### src/rtl/bht_pkg.sv
// rtl/bht_pkg.sv - shared types and constants for the BHT access controller
package bht_pkg;

  typedef enum logic {
    INIT = 1'b0,
    RUN  = 1'b1
  } bht_state_e;

  localparam int BHT_INIT_PASSES = 3;
  localparam int BHT_IDX_W       = 5;

  typedef struct packed {
    logic [BHT_IDX_W-1:0] idx;
    logic                 taken;
  } bht_upd_t;

endpackage

### src/rtl/bht_upd_fifo.sv
// rtl/bht_upd_fifo.sv - resolved-branch update queue with all entries exposed
module bht_upd_fifo
  import bht_pkg::*;
#(
  parameter int DEPTH = 4
) (
  input  logic             i_clk,
  input  logic             i_arst,
  input  logic             i_flush,
  input  logic             i_push,
  input  bht_upd_t         i_push_data,
  input  logic             i_pop,
  output bht_upd_t         o_head,
  output logic             o_full,
  output logic             o_empty,
  output bht_upd_t         o_entries [DEPTH],
  output logic [DEPTH-1:0] o_valid
);

  localparam int PTR_W = $clog2(DEPTH);
  localparam int CNT_W = PTR_W + 1;

  bht_upd_t         r_mem [DEPTH];
  logic [PTR_W-1:0] r_wr_ptr;
  logic [PTR_W-1:0] r_rd_ptr;
  logic [CNT_W-1:0] r_count;

  always_ff @(posedge i_clk or posedge i_arst) begin
    if (i_arst) begin
      r_wr_ptr <= '0;
      r_rd_ptr <= '0;
      r_count  <= '0;
    end else if (i_flush) begin
      r_wr_ptr <= '0;
      r_rd_ptr <= '0;
      r_count  <= '0;
    end else begin
      if (i_push) r_wr_ptr <= r_wr_ptr + PTR_W'(1);
      if (i_pop)  r_rd_ptr <= r_rd_ptr + PTR_W'(1);
      case ({i_push, i_pop})
        2'b10:   r_count <= r_count + CNT_W'(1);
        2'b01:   r_count <= r_count - CNT_W'(1);
        default: r_count <= r_count;
      endcase
    end
  end

  always_ff @(posedge i_clk) begin
    if (i_push && !i_flush) r_mem[r_wr_ptr] <= i_push_data;
  end

  assign o_head    = r_mem[r_rd_ptr];
  assign o_full    = (r_count == CNT_W'(DEPTH));
  assign o_empty   = (r_count == '0);
  assign o_entries = r_mem;

  // A slot is live when its distance from the read pointer is below the count
  always_comb begin
    logic [PTR_W-1:0] v_off;
    v_off   = '0;
    o_valid = '0;
    for (int i = 0; i < DEPTH; i++) begin
      v_off      = PTR_W'(i) - r_rd_ptr;
      o_valid[i] = ({1'b0, v_off} < r_count);
    end
  end

endmodule

### src/rtl/bht_access_ctrl.sv
// rtl/bht_access_ctrl.sv - BHT init sweep plus fetch/update port arbitration
module bht_access_ctrl
  import bht_pkg::*;
#(
  parameter int IDX_W  = 5,
  parameter int DEPTH  = 4,
  parameter int STARVE = 4
) (
  input  logic             i_clk,
  input  logic             i_arst,
  input  logic             i_reinit,
  input  logic             i_upd_valid,
  output logic             o_upd_ready,
  input  logic [IDX_W-1:0] i_upd_idx,
  input  logic             i_upd_taken,
  input  logic             i_fetch_req,
  input  logic [IDX_W-1:0] i_fetch_idx,
  output logic             o_fetch_grant,
  output logic             o_fetch_pending,
  output logic             o_init_done,
  output logic             o_bht_rd_en,
  output logic             o_bht_wr_en,
  output logic [IDX_W-1:0] o_bht_idx,
  output logic             o_bht_wr_taken
);

  localparam int CNT_W      = IDX_W + 2;
  localparam int SWEEP_LAST = BHT_INIT_PASSES * (2 ** IDX_W) - 1;
  localparam int STV_W      = $clog2(STARVE + 1);

  bht_state_e       r_state;
  bht_state_e       w_next_state;
  logic [CNT_W-1:0] r_cnt;
  logic [STV_W-1:0] r_starve;

  logic             w_full;
  logic             w_empty;
  bht_upd_t         w_head;
  bht_upd_t         w_entries [DEPTH];
  logic [DEPTH-1:0] w_valid;
  bht_upd_t         w_push_data;

  logic w_run;
  logic w_sweep_last;
  logic w_force;
  logic w_grant;
  logic w_pop;
  logic w_ready;
  logic w_push;
  logic w_pending;

  bht_upd_fifo #(.DEPTH(DEPTH)) u_fifo (
    .i_clk       (i_clk),
    .i_arst      (i_arst),
    .i_flush     (i_reinit),
    .i_push      (w_push),
    .i_push_data (w_push_data),
    .i_pop       (w_pop),
    .o_head      (w_head),
    .o_full      (w_full),
    .o_empty     (w_empty),
    .o_entries   (w_entries),
    .o_valid     (w_valid)
  );

  assign w_push_data = '{idx: BHT_IDX_W'(i_upd_idx), taken: i_upd_taken};

  always_ff @(posedge i_clk or posedge i_arst) begin
    if (i_arst) r_state <= INIT;
    else        r_state <= w_next_state;
  end

  always_comb begin
    w_next_state = r_state;
    if (i_reinit)                          w_next_state = INIT;
    else if (r_state == INIT && w_sweep_last) w_next_state = RUN;
  end

  // Fetch wins ties unless the queue is full or its head has waited STARVE cycles
  always_comb begin
    w_run        = (r_state == RUN);
    w_sweep_last = (r_cnt == CNT_W'(SWEEP_LAST));
    w_force      = !w_empty && (w_full || (r_starve == STV_W'(STARVE)));
    w_grant      = w_run && i_fetch_req && !w_force;
    w_pop        = w_run && !w_empty && (!i_fetch_req || w_force);
    w_ready      = w_run && !i_reinit && (!w_full || w_pop);
    w_push       = i_upd_valid && w_ready;
    w_pending    = 1'b0;
    for (int i = 0; i < DEPTH; i++) begin
      if (w_valid[i] && (w_entries[i].idx == BHT_IDX_W'(i_fetch_idx))) w_pending = 1'b1;
    end
  end

  always_ff @(posedge i_clk or posedge i_arst) begin
    if (i_arst) begin
      r_cnt    <= '0;
      r_starve <= '0;
    end else begin
      if (i_reinit || w_run)      r_cnt <= '0;
      else                        r_cnt <= r_cnt + CNT_W'(1);
      if (i_reinit || w_empty || w_pop) r_starve <= '0;
      else                              r_starve <= r_starve + STV_W'(1);
    end
  end

  always_ff @(posedge i_clk or posedge i_arst) begin
    if (i_arst) begin
      o_bht_rd_en    <= 1'b0;
      o_bht_wr_en    <= 1'b0;
      o_bht_idx      <= '0;
      o_bht_wr_taken <= 1'b0;
    end else if (!w_run) begin
      o_bht_rd_en    <= 1'b0;
      o_bht_wr_en    <= 1'b1;
      o_bht_idx      <= r_cnt[IDX_W-1:0];
      o_bht_wr_taken <= 1'b0;
    end else if (w_pop) begin
      o_bht_rd_en    <= 1'b0;
      o_bht_wr_en    <= 1'b1;
      o_bht_idx      <= IDX_W'(w_head.idx);
      o_bht_wr_taken <= w_head.taken;
    end else begin
      o_bht_rd_en    <= w_grant;
      o_bht_wr_en    <= 1'b0;
      o_bht_idx      <= w_grant ? i_fetch_idx : '0;
      o_bht_wr_taken <= 1'b0;
    end
  end

  assign o_upd_ready     = w_ready;
  assign o_fetch_grant   = w_grant;
  assign o_fetch_pending = w_pending;
  assign o_init_done     = w_run;

endmodule

### config.mk
export PLATFORM = sky130hd
export DESIGN_NAME = bht_access_ctrl
export DESIGN_NICKNAME = d
export VERILOG_FILES = /design/src/rtl/bht_pkg.sv /design/src/rtl/bht_upd_fifo.sv /design/src/rtl/bht_access_ctrl.sv
export SDC_FILE = /design/constraint.sdc
export NUM_CORES = 1
export LEC_CHECK = 0
export BUFFER_PORTS_ARGS = -buffer_cell sky130_fd_sc_hd__buf_2
export CELL_PAD_IN_SITES_DETAIL_PLACEMENT = 1
export CELL_PAD_IN_SITES_GLOBAL_PLACEMENT = 1
export CORE_ASPECT_RATIO = 0.75
export CORE_MARGIN = 2
export CORE_UTILIZATION = 51
export DETAILED_ROUTE_END_ITERATION = 10
export PLACE_DENSITY = 0.85
export SLEW_MARGIN = 25
export SYNTH_ARGS = -nofsm -noshare
export SYNTH_HDL_FRONTEND = slang
export SYNTH_SLANG_ARGS = --single-unit
### constraint.sdc
create_clock -name i_clk -period 6.23 [get_ports i_clk]
set_input_delay 1.246 -clock i_clk [delete_from_list [all_inputs] [get_ports i_clk]]
set_output_delay 1.246 -clock i_clk [all_outputs]
set_load 0.05 [all_outputs]
Yosys cells after proc, flatten, opt, wreduce, memory -nomap -nowiden
Cells that the tools add are included.
{"block": "word_totals", "regBits": 50, "output_inout_bits": 12, "word_cells": 107}
{"block": "op_classes", "add_sub_neg": 10, "magnitude_cmp": 7, "eq_ne": 9, "muxes": 29, "bitwise_logic": 3, "n_reduce_logical": 31}
{"cell": "24-bit bitwise mux", "n": 1}
{"cell": "5-bit == test", "n": 4}
{"cell": "6-bit 2-to-1 mux", "n": 3}
{"cell": "1-bit logical AND", "n": 15}
{"cell": "5-bit 2-to-1 mux", "n": 3}
{"cell": "6-bit binary-select mux with 2-bit select", "n": 1}
{"cell": "6-bit demux with 2-bit select", "n": 1}
{"cell": "2-bit by 3-bit less-than comparator with 1-bit output", "n": 4}
{"cell": "1-bit 2-to-1 mux", "n": 12}
{"cell": "2-bit 2-to-1 mux", "n": 4}
{"cell": "7-bit by 1-bit adder with 7-bit output, second input constant", "n": 1}
{"cell": "7-bit == test, second input constant", "n": 1}
{"cell": "7-bit 2-to-1 mux", "n": 1}
{"cell": "3-bit by 1-bit adder with 3-bit output, second input constant", "n": 2}
{"cell": "3-bit == test, second input constant", "n": 2}
{"cell": "3-bit greater-or-equal comparator, second input constant", "n": 2}
{"cell": "1-bit logical OR", "n": 6}
{"cell": "3-bit 2-to-1 mux", "n": 2}
{"cell": "2-bit inverter with 3-bit output", "n": 2}
{"cell": "3-bit case mux with 2 select lines", "n": 1}
{"cell": "2-bit nonzero test", "n": 3}
{"cell": "1-bit logical NOT", "n": 5}
{"cell": "2-bit by 1-bit adder with 2-bit output, second input constant", "n": 2}
{"cell": "1-bit by 2-bit subtractor with 2-bit output, first input constant", "n": 2}
{"cell": "other kinds (8)", "n": 9}

Logic depth before layout (Yosys ltp)
Gate-level depths: netlist of the first run.
{"block": "depth", "word_depth": 11, "mapped_depth": 11, "ltp_nobuf": 10}

By module
Synthesis of the first run repeated with hierarchy kept, for this count alone.
{"block": "unflattened", "hier_cells": 207, "hier_area_um2": 2587.5}
{"module": "bht_upd_fifo", "instances": 1, "cells_each": 95, "area_per_inst_um2": 1467.7}
{"module": "bht_access_ctrl", "instances": 1, "cells_each": 112, "area_per_inst_um2": 1119.8}

Worst setup path before layout of the first run
Ideal clock, no wire load.
{"block": "synth_path", "path_type": "input to output", "start": "input i_fetch_idx[1]", "end": "output o_fetch_pending", "arrival_time_ns": 2.432, "t_required_ns": 4.984, "slack_ns": 2.552, "cell_stages": 5, "path_buffers": 1, "cell_sequence": "buf_2 > xor2_1 > a221o_1 > nor2_1 > or4_1"}
{"block": "synth_between", "elab_chain_cells": 6, "word_cells_on_any_way": 12, "classes_between": "eq/ne: 4; mux: 4; reduce/logical: 4"}
{"element": "from (decl)", "line": "bht_access_ctrl.sv:17", "source": "input logic [IDX_W-1:0] i_fetch_idx,"}
{"element": "5-bit == test", "line": "bht_access_ctrl.sv:90", "source": "if (w_valid[i] && (w_entries[i].idx == BHT_IDX_W'(i_fetch_idx))) w_pending = 1'b1;"}
{"element": "1-bit logical AND", "line": "bht_access_ctrl.sv:90"}
{"element": "1-bit 2-to-1 mux (3 in a row)", "line": "bht_access_ctrl.sv:90"}
{"element": "1-bit 2-to-1 mux (*)", "line": "bht_access_ctrl.sv:90"}
{"element": "to (decl)", "line": "bht_access_ctrl.sv:19", "source": "output logic o_fetch_pending,"}
Mark *: on every way between the ends. The rest lies on a longest branch, timed or not.

Worst setup path after layout of the first run
Ends and elaborated chain as after synthesis.

==> out/results.ini, run 1 <==
[timing]
finalCritPeriodShare = 0.5960
fin_skew_ns = 0.007290
rsz0062_at_grt = false
fin_tns_setup_ns = 0
worst_slew_pin_slew_ns = 0.6529
slew_headroom = 0.5647
fmax_mhz = 269.3
maxSlewViolCount = 0
setup_viol = 0
hold_viol_final = 0
fin_crit_ns = 3.713

[floorplanning]
std_cell_rows = 22
die_x_microns = 87.34
initial_core_util = 0.5361
ios = 28
fp.dieH_microns = 66.50
fp.dieArea_sq_mm = 0.005808
core_sq_mm = 0.004955

[placed_design]
numPortBuffers = 27
routabilityCongestion = 0.8164
dp.cells = 296
hpwl_microns = 4643

[layout]
diodes = 0
drive_above_1_share = 0.2049
finalNetCount = 271
syn_to_final_growth_pct = 9.327
stdcell_count = 304

[drt]
vias = 1795
drt_iter0_drc = 128
drt.antenna.violating_nets = 0
vias_per_cell = 5.905
drcViolationCount = 0
routed_wirelength_microns = 6296
drt_pre_antenna_iters = 4
wl_per_cell_microns = 20.71

[setup_path]
worstSetupStartpoint = i_fetch_idx[1]
worstPathArrival_ns = 2.47
cp.required_ns = 4.98
r2r_end = u_fifo.r_count[2]
reg2regPathDepth = 10
reg2reg_setup_slack_ns = 3.27
path_class = input pin to output pin
endpoint = o_fetch_pending
start_kind = input pin
cp_max_fo = 5
end_kind = output pin
r2r_start = r_starve[0]

[synth]
syn_avg_cell_area_sq_um = 11.91
ys_seq_area_frac = 0.5163
syn_area_sq_mm = 0.002656
synthCells = 223
synth_fp_nets = 251
synth_edf_count = 24
ys_dominant_reg_cell = dfrtp_1
synth_warnings = 0
async_flop_share = 0.5200
yosys_register_bits = 50
yosys.cell_types.count = 43

[grt]
grt_antenna_before_repair = 0
grt_pass1_wl_microns = 10470
grt_pass1_vias = 1918
gr-usage-all-layers = 0.2492
overflow = 0
grt_start_max_net_pins = 27

[power_and_ir_drop]
p_seq_frac = 0.561
p_leak_nw = 1.176
switching_share = 0.2263
combPwrFrac = 0.064
internal_power_w = 0.0004842
power_switching_w = 0.0001416
pwr-share-clk = 0.375
pwr_density_cell_mw_per_mm2 = 215.5
vdd.ir_drop.worst_mv = 0.2067

[cts]
clkLatencyLatePin_ns = 0.31
post_cts_resized = 0
cts_tree = done
cts_inserted_buffers = 5
ctsHoldBuffers = 0
h-tree-depth = 2
clock-root-buffer = clkbuf_8
cts_setup_buffers = 0
path_clk_slew_ns = 0.09
cts.sinks = 50
clockBufferDepth = 2

[run]
maxCapViolations = 0

[hold_path]
hp-class = register to register

[outcome]
outcome = completed

[cell usage in the layout (no fill, tap or decap), drive strengths merged, types with 6 or more instances in the layout]
master / instances
buf: 27
dfrtp: 26
edfxtp: 24
xnor2: 20
nor2: 16
inv: 16
ha: 11
nand2: 10
nor2b: 10
a21oi: 8
xor2: 8
nand3: 6
mux4: 6
a221o: 6
[routing by layer]
metal | vias up | GRT usage | share of wire
li1 | 824 | - | -
met1 | 901 | 0.3504 | 0.47
met2 | 57 | 0.3826 | 0.46
met3 | 13 | 0.05204 | 0.046
met4 | 0 | 0.09231 | 0.020
met5 | - | 0 | 0
[worst max-delay path, cell delays in order]
cell and delay [ns]:
buf_2 0.16, xor2_1 0.16, a221o_1 0.13, nor2_1 0.05
or4_1 0.49, buf_2 0.23
[flip-flops by register name, summed over array words and instances (netlist names)]
register / count
o_bht_idx: 5
u_fifo.r_rd_ptr: 2
u_fifo.o_entries: 24
o_bht_wr_en: 1
o_bht_wr_taken: 1
u_fifo.r_count: 3
r_starve: 3
o_bht_rd_en: 1
o_init_done: 1
r_cnt: 7
u_fifo.r_wr_ptr: 2
[how the worst min path moves through the flow]
stage / startpoint / end / slack [ns] / cells after the start
CTS: r_starve[0] / r_starve[0] / 0.48 / 1
global placement: r_starve[0] / r_starve[0] / 0.45 / 1
detailed placement: r_starve[0] / r_starve[0] / 0.46 / 1
finish: r_starve[0] / r_starve[0] / 0.47 / 1
global route: r_starve[0] / r_starve[0] / 0.52 / 1
floorplan: r_starve[0] / r_starve[0] / 0.43 / 1
[cell usage after synthesis, types with 8 or more instances]
cell type  count  share of area
edfxtp_1      24           0.27
nor2_1        15          0.021
dfrtp_1       26           0.24
ha_1          11          0.052
a21oi_1        8          0.015
inv_1         15          0.021
xnor2_1       20          0.066
xor2_1         8          0.026
nor2b_1       10          0.024
nand2_1       10          0.014
[layout make-up]
class	instances	area [sq um]
inverters	15	56.30
well taps	60	75.07
repair buffers	27	135.1
multi-input cells	144	1150
flip-flops and latches	50	1371
clock buffers	5	68.82
clock inverters	3	47.55
fillers	525	2051
[power groups by stage]
stage	sequential (W)	clock, W	combinational [W]
after global placement	0.000358	0	0.0000379
final	0.000351	0.000234	0.0000401
after detailed placement	0.000358	0	0.0000399
after CTS	0.000351	0.000241	0.0000404
after floorplan	0.000364	0	0.0000208
after global routing	0.000352	0.000253	0.0000440
[kinds of logic (layout without fill, tap and decap cells)]
logic type,count (synthesis),after routing,share of synthesized area
mux,8,8,0.05841
buf+inv,29,50,0.05087
simple gates,65,65,0.1342
fa+ha+maj,12,12,0.05935
flops,50,50,0.5162
xor+xnor,28,28,0.09232
compound gates,31,31,0.08856
[per-stage QoR]
stage | instance area (sq um) | total power, W | setup slack (ns) | utilization | hold WS, ns
final | 2904 | 0.0006259 | 2.517 | 0.5861 | 0.4721
after global routing | 2904 | 0.0006486 | 2.358 | 0.5861 | 0.5161
after CTS | 2904 | 0.0006326 | 2.479 | 0.5861 | 0.4769
after detailed placement | 2788 | 0.0003983 | 2.523 | 0.5626 | 0.4634
after global placement | 2788 | 0.0003961 | 2.538 | 0.5626 | 0.4549
after floorplan | 2656 | 0.0003847 | 2.552 | - | 0.4302
Power figures use the tool's default switching activity.
==> inputs of run 2 (changes only) <==
--- a/config.mk
+++ b/config.mk
@@ -5,14 +5,15 @@
 export SDC_FILE = /design/constraint.sdc
 export NUM_CORES = 1
 export LEC_CHECK = 0
+export ABC_AREA = 1
 export BUFFER_PORTS_ARGS = -buffer_cell sky130_fd_sc_hd__buf_2
 export CELL_PAD_IN_SITES_DETAIL_PLACEMENT = 1
 export CELL_PAD_IN_SITES_GLOBAL_PLACEMENT = 1
 export CORE_ASPECT_RATIO = 0.75
 export CORE_MARGIN = 2
-export CORE_UTILIZATION = 51
+export CORE_UTILIZATION = 45
 export DETAILED_ROUTE_END_ITERATION = 10
-export PLACE_DENSITY = 0.85
+export PLACE_DENSITY = 0.78
 export SLEW_MARGIN = 25
 export SYNTH_ARGS = -nofsm -noshare
 export SYNTH_HDL_FRONTEND = slang
==> constraint.sdc (replaced) <==
create_clock -name i_clk -period 3.48 [get_ports i_clk]
set_input_delay 0.696 -clock i_clk [delete_from_list [all_inputs] [get_ports i_clk]]
set_output_delay 0.696 -clock i_clk [all_outputs]
set_load 0.05 [all_outputs]
==> out/results.ini, run 2 <==
[outcome]
outcome = completed

[floorplanning]
core_sq_mm = 0.005439  ; +9.8%
fp.dieH_microns = 69.53  ; +4.5%
ios = 28  ; unchanged
initial_core_util = 0.4737  ; -0.06245
std_cell_rows = 23  ; +4.5%
die_x_microns = 91.37  ; +4.6%
fp.dieArea_sq_mm = 0.006353  ; +9.4%

[grt]
grt_antenna_before_repair = 0  ; unchanged
grt_pass1_vias = 2061  ; +7.5%
gr-usage-all-layers = 0.2114  ; -0.03776
grt_start_max_net_pins = 27  ; unchanged
grt_pass1_wl_microns = 10450  ; -0.13%
overflow = 0  ; unchanged

[placed_design]
routabilityCongestion = 0.8121  ; -0.53%
place_ws_ns = 0.6699  ; -1.853 ns
numPortBuffers = 27  ; unchanged
hpwl_microns = 4853  ; +4.5%
postPlaceCellArea_sq_mm = 0.002775  ; -0.45%

[drt]
wl_per_cell_microns = 17.07  ; -18%
vias_per_cell = 5.173  ; -12%
vias = 1888  ; +5.2%
drcViolationCount = 0  ; unchanged
drt.antenna.violating_nets = 0  ; unchanged
drt_pre_antenna_iters = 4  ; unchanged
drt_iter0_drc = 123  ; -3.9%
routed_wirelength_microns = 6231  ; -1.0%

[cts]
clkLatencyLatePin_ns = 0.30  ; about the same
path_clk_slew_ns = 0.10  ; about the same
h-tree-depth = 2  ; unchanged
ctsHoldBuffers = 0  ; unchanged
clockBufferDepth = 2  ; unchanged
cts_tree = done
cts.sinks = 50  ; unchanged
cts_setup_buffers = 0  ; unchanged
cts_inserted_buffers = 5  ; unchanged
post_cts_resized = 0  ; unchanged
clock-root-buffer = clkbuf_8

[synth]
synthTopCellsByArea = edfxtp_1 28%, dfrtp_1 25%, nand2_1 6.6%
syn_area_sq_mm = 0.002576  ; -3.0%
async_flop_share = 0.5200  ; unchanged
synth_warnings = 0  ; unchanged
netlist.area_leader.share = 0.2797  ; +0.008433
ys_dominant_reg_cell = dfrtp_1
yosys_register_bits = 50  ; unchanged
syn_avg_cell_area_sq_um = 9.909  ; -17%
synth_edf_count = 24  ; unchanged
synthCells = 260  ; +17%
synth_fp_nets = 288  ; +15%
synth_top_cell_by_area = edfxtp_1
ys_seq_area_frac = 0.5323  ; +0.01605
yosys.cell_types.count = 32  ; -26%
yosysMostFrequentCell = nand2_1
yosys-top-cells-count = 45 x nand2_1, 27 x inv_1, 26 x dfrtp_1, 26 x nor2_1, 24 x edfxtp_1

[layout]
final_common_cell = nand2_1
syn_to_final_growth_pct = 11.17
stdcell_area_sq_mm = 0.002864  ; -1.4%
drive_above_1_share = 0.1828  ; -0.02216
diodes = 0  ; unchanged
largest_reg_flops = 24  ; unchanged
final_cell_mix = 45 x nand2_1, 27 x buf_2, 26 x inv_1, 26 x nor2_1, 26 x dfrtp_1
finalNetCount = 317  ; +17%

[setup_path]
r2r_end = u_fifo.r_count[2]
cp_slowest_stage_delay_ns = 0.46  ; -0.03 ns
cp.required_ns = 2.78  ; -2.20 ns
cpMaxStageDelayCell = nor2_1
start_kind = register
r2r_start = u_fifo.r_count[1]
cp_max_fo = 7  ; +2
critPathTopFamily = simple AND/OR/NAND/NOR gates
crit_chain = inv_1 -> nor2_1 -> nor2_1 -> inv_1 -> ha_1 -> nand3_1 -> nand4_1 -> nor2_1 -> nor2_1 -> nand3_1 -> buf_2
cp_common_cell = nor2_1
crit_buf_inv = 3  ; +1
worstPathArrival_ns = 2.46  ; about the same
reg2regPathDepth = 13  ; +3
reg2reg_setup_slack_ns = 1.18  ; -2.09 ns
end_kind = output pin
path_class = register to output pin

[timing]
setup_viol = 0  ; unchanged
slew_headroom = 0.5502  ; -0.01453
maxSlewViolCount = 0  ; unchanged
rsz0062_at_grt = false
fin_tns_setup_ns = 0  ; unchanged
fin_crit_ns = 3.159
hold_viol_final = 0  ; unchanged
worst_slew_pin_slew_ns = 0.6722  ; +0.01931 ns
finalCritPeriodShare = 0.9077
setup_slack_ns = 0.3210  ; -2.196 ns
fmax_mhz = 316.6
fin_skew_ns = 0.009379  ; +0.002088 ns

[power_and_ir_drop]
p_total_w = 0.001038  ; +66%
pwr_density_cell_mw_per_mm2 = 362.5  ; +68%
p_leak_nw = 1.274  ; +8.3%
vdd.ir_drop.worst_mv = 0.3757  ; +82%

[run]
maxCapViolations = 0  ; unchanged

[hold_path]
hp-class = input pin to asynchronous set/reset pin

-- run 2: cell count changes after synthesis, sizes merged, moves of 5 or more --
cell and change:
xnor2 -9, nand3 +15, nor2 +13, buf -5
a22oi +6, nor2b -10, nand2 +39, mux4 -6
a221o -6, o21ai +6, inv +17
-- run 2: per-stage QoR --
stage	util	cells	hold slack [ns]
after floorplan	-	260	0.4322
after global placement	0.5102	357	0.4567
after detailed placement	0.5102	357	0.4729
after CTS	0.5266	365	0.4855
after global routing	0.5266	365	0.4870
final	0.5266	365	0.4289
-- run 2: final cells by class --
type,instances,area [sq um]
Fill cell,629,2575
Multi-Input combinational cell,173,1055
Timing Repair Buffer,27,135.1
Sequential cell,50,1371
Clock inverter,3,20.02
Inverter,32,120.1
Clock buffer,5,68.82
Tap cell,75,93.84
-- run 2: worst max path at each step --
stage,startpoint,end,slack (ns),cells after the start
detailed placement,u_fifo.r_rd_ptr[1],o_fetch_pending,0.67,10
global placement,u_fifo.r_rd_ptr[1],o_fetch_pending,0.79,11
floorplan,u_fifo.r_rd_ptr[1],o_fetch_pending,1.01,9
global route,u_fifo.r_rd_ptr[1],o_fetch_pending,0.09,10
CTS,u_fifo.r_rd_ptr[1],o_fetch_pending,0.31,11
finish,u_fifo.r_rd_ptr[1],o_fetch_pending,0.32,11
-- run 2: cells by family after synthesis --
kind of cell | after synthesis | synth area share
flops | 50 | 0.5323
fa+ha+maj | 12 | 0.06119
compound gates | 28 | 0.07042
buf+inv | 37 | 0.05828
simple gates | 113 | 0.2098
xor+xnor | 20 | 0.06799
-- run 2: worst reg2reg max path: stages (launching register included) --
cell,delay (ns)
dfrtp_1,0.44
inv_1,0.21
nand2_1,0.12
nand2_1,0.12
nand3_4,0.13
nand3_4,0.12
inv_1,0.07
fa_1,0.37
xnor2_1,0.27
inv_1,0.08
nand2_1,0.07
nand2_1,0.05
nand3_1,0.07
nand2_1,0.07
-- run 2: power by group --
group          switching (W)   total, W  internal (W)
clock               0.000201   0.000343      0.000142
sequential        0.00000308   0.000628      0.000625
combinational      0.0000469  0.0000676     0.0000207
-- run 2: routing by layer --
layer  vias to the layer above  share of wire  GRT usage
met5                         -              0          0
met4                         0          0.012    0.04714
met3                         9          0.029    0.03370
met2                        29           0.46     0.3506
met1                       933           0.50     0.2951
li1                        917              -          -
==> inputs of run 3 (changes only) <==
--- a/config.mk
+++ b/config.mk
@@ -11,9 +11,9 @@
 export CELL_PAD_IN_SITES_GLOBAL_PLACEMENT = 1
 export CORE_ASPECT_RATIO = 0.75
 export CORE_MARGIN = 2
-export CORE_UTILIZATION = 45
+export CORE_UTILIZATION = 41
 export DETAILED_ROUTE_END_ITERATION = 10
-export PLACE_DENSITY = 0.78
+export PLACE_DENSITY = 0.75
 export SLEW_MARGIN = 25
 export SYNTH_ARGS = -nofsm -noshare
 export SYNTH_HDL_FRONTEND = slang
==> constraint.sdc (replaced) <==
create_clock -name i_clk -period 2.9 [get_ports i_clk]
set_input_delay 0.58 -clock i_clk [delete_from_list [all_inputs] [get_ports i_clk]]
set_output_delay 0.58 -clock i_clk [all_outputs]
set_load 0.05 [all_outputs]
==> out/results.ini, run 3 (synthesis gave the netlist of run 2 again) <==
[layout]
final_cell_mix = 45 x nand2_1, 26 x inv_1, 26 x nor2_1, 26 x buf_2, 26 x dfrtp_1
largest_reg_flops = 24  ; unchanged
stdcell_count = 371  ; +1.6%
finalNetCount = 320  ; +0.95%
drive_above_1_share = 0.1945  ; +0.01178
final_common_cell = nand2_1
syn_to_final_growth_pct = 12.53
diodes = 0  ; unchanged

[cts]
h-tree-depth = 2  ; unchanged
cts_setup_buffers = 0  ; unchanged
clock-root-buffer = clkbuf_8
cts_inserted_buffers = 5  ; unchanged
cts.sinks = 50  ; unchanged
clockBufferDepth = 2  ; unchanged
path_clk_slew_ns = 0.10  ; about the same
cts_tree = done
clkLatencyLatePin_ns = 0.31  ; about the same

[power_and_ir_drop]
power_switching_w = 0.0003181  ; +27%
pwr_density_cell_mw_per_mm2 = 438.6  ; +21%
p_leak_nw = 1.296  ; +1.7%
internal_power_w = 0.0009534  ; +21%
pwr-share-clk = 0.345  ; +0.015
p_seq_frac = 0.593  ; -0.011
vdd.ir_drop.worst_mv = 0.2535  ; -33%
switching_share = 0.2502  ; +0.008409
combPwrFrac = 0.062  ; -0.003

[timing]
worst_slew_pin_slew_ns = 0.6269  ; -0.04536 ns
fin_crit_ns = 2.672
maxSlewViolCount = 0  ; unchanged
finalCritPeriodShare = 0.9213
rsz0062_at_grt = false
slew_headroom = 0.5805  ; +0.03035
fmax_mhz = 374.3
fin_tns_setup_ns = 0  ; unchanged
setup_viol = 0  ; unchanged
fin_skew_ns = 0.009873  ; +0.0004944 ns
hold_viol_final = 0  ; unchanged

[grt]
gr-usage-all-layers = 0.1933  ; -0.01812
grt_start_max_net_pins = 27  ; unchanged
grt_antenna_before_repair = 0  ; unchanged
grt_pass1_wl_microns = 10070  ; -3.6%
grt_pass1_vias = 1963  ; -4.8%
overflow = 0  ; unchanged

[setup_path]
path_class = register to output pin
endpoint = o_fetch_pending
crit_buf_inv = 3  ; unchanged
critPathTopFamily = simple AND/OR/NAND/NOR gates
end_kind = output pin
cp_common_cell = nor2_1
cp.required_ns = 2.32  ; -0.46 ns
cp_slowest_stage_delay_ns = 0.44  ; -0.02 ns
start_kind = register
cp_max_fo = 6  ; -1
worstPathArrival_ns = 2.09  ; -0.37 ns
cp_num_cells = 11  ; unchanged
worstSetupStartpoint = u_fifo.r_rd_ptr[0]
r2r_start = u_fifo.r_count[1]
cpMaxStageDelayCell = dfrtp_1
reg2reg_setup_slack_ns = 0.72  ; -0.46 ns
reg2regPathDepth = 13  ; unchanged
crit_chain = inv_1 -> nor2_2 -> nor2_1 -> inv_1 -> ha_1 -> nand3_1 -> nand4_1 -> nor2_1 -> nor2_1 -> nand3_1 -> clkbuf_4
r2r_end = u_fifo.r_count[2]

[drt]
drt_pre_antenna_iters = 4  ; unchanged
wl_per_cell_microns = 16.32  ; -4.4%
routed_wirelength_microns = 6053  ; -2.9%
drt_iter0_drc = 111  ; -9.8%
drcViolationCount = 0  ; unchanged
drt.antenna.violating_nets = 0  ; unchanged
vias = 1876  ; -0.64%
vias_per_cell = 5.057  ; -2.2%

[placed_design]
hpwl_microns = 4766  ; -1.8%
routabilityCongestion = 0.8269  ; +1.8%
numPortBuffers = 27  ; unchanged
dp.cells = 363  ; +1.7%

[floorplanning]
std_cell_rows = 24  ; +4.3%
die_x_microns = 95.53  ; +4.6%
ios = 28  ; unchanged
initial_core_util = 0.4333  ; -0.04037
fp.dieArea_sq_mm = 0.006940  ; +9.3%
fp.dieH_microns = 72.65  ; +4.5%
core_sq_mm = 0.005946  ; +9.3%

[outcome]
outcome = completed

[run]
maxCapViolations = 0  ; unchanged

[hold_path]
hp-class = input pin to asynchronous set/reset pin

run 3: worst register-to-register path, stage by stage (launching register included):
cell and delay (ns):
dfrtp_1 0.43, inv_1 0.20, nand2_1 0.12, nand2_1 0.12
nand3_4 0.13, nand3_4 0.12, inv_1 0.06, fa_1 0.37
xnor2_1 0.22, inv_1 0.07, nand2_1 0.07, nand2_1 0.05
nand3_1 0.07, nand2_1 0.06
run 3: cell type report:
cell class / count / area [sq um]
Timing Repair Buffer: 30 / 160.2
Inverter: 32 / 120.1
Multi-Input combinational cell: 173 / 1055
Fill cell: 692 / 3047
Clock buffer: 5 / 68.82
Tap cell: 78 / 97.59
Sequential cell: 50 / 1371
Clock inverter: 3 / 26.28
run 3: timing repair:
action,4_1_cts,5_1_grt
hold buffers,0,0
endpoints found under the setup margin,0,1
gates resized for setup,0,1
run 3: metal layers:
metal,track usage,wire length [microns],up-vias
li1,-,-,923
met1,0.2845,3175,920
met2,0.3007,2654,29
met3,0.03719,179,4
met4,0.03810,44,0
met5,0,0,-
run 3: how the worst min path moves through the flow:
stage | slack (ns) | endpoint | from | cells after the start
floorplan | 0.43 | r_starve[0] | r_starve[0] | 1
global route | 0.35 | u_fifo.r_count[2] | i_arst | 2
finish | 0.31 | u_fifo.r_count[2] | i_arst | 2
detailed placement | 0.47 | r_starve[0] | r_starve[0] | 1
CTS | 0.47 | u_fifo.o_entries[8] | i_upd_idx[1] | 1
global placement | 0.46 | r_starve[0] | r_starve[0] | 1
run 3: through the flow:
| step | power (W) | hold WS [ns] | setup slack [ns] | area [sq um] | utilization |
|---|---|---|---|---|---|
| global route | 0.001320 | 0.3515 | 0.02814 | 2899 | 0.4876 |
| finish | 0.001272 | 0.3083 | 0.2281 | 2899 | 0.4876 |
| detailed placement | 0.0008484 | 0.4654 | 0.5419 | 2801 | 0.4712 |
| floorplan | 0.0008210 | 0.4322 | 0.5441 | 2576 | - |
| global placement | 0.0008459 | 0.4591 | 0.6224 | 2801 | 0.4712 |
| CTS | 0.001282 | 0.4733 | 0.1847 | 2897 | 0.4872 |
run 3: power groups by stage:
stage / logic (W) / clock network [W] / registers [W]
after detailed placement: 0.0000795 / 0 / 0.000769
after floorplan: 0.0000409 / 0 / 0.000780
after CTS: 0.0000798 / 0.000448 / 0.000754
after global routing: 0.0000878 / 0.000478 / 0.000755
after global placement: 0.0000774 / 0 / 0.000768
final: 0.0000790 / 0.000439 / 0.000754
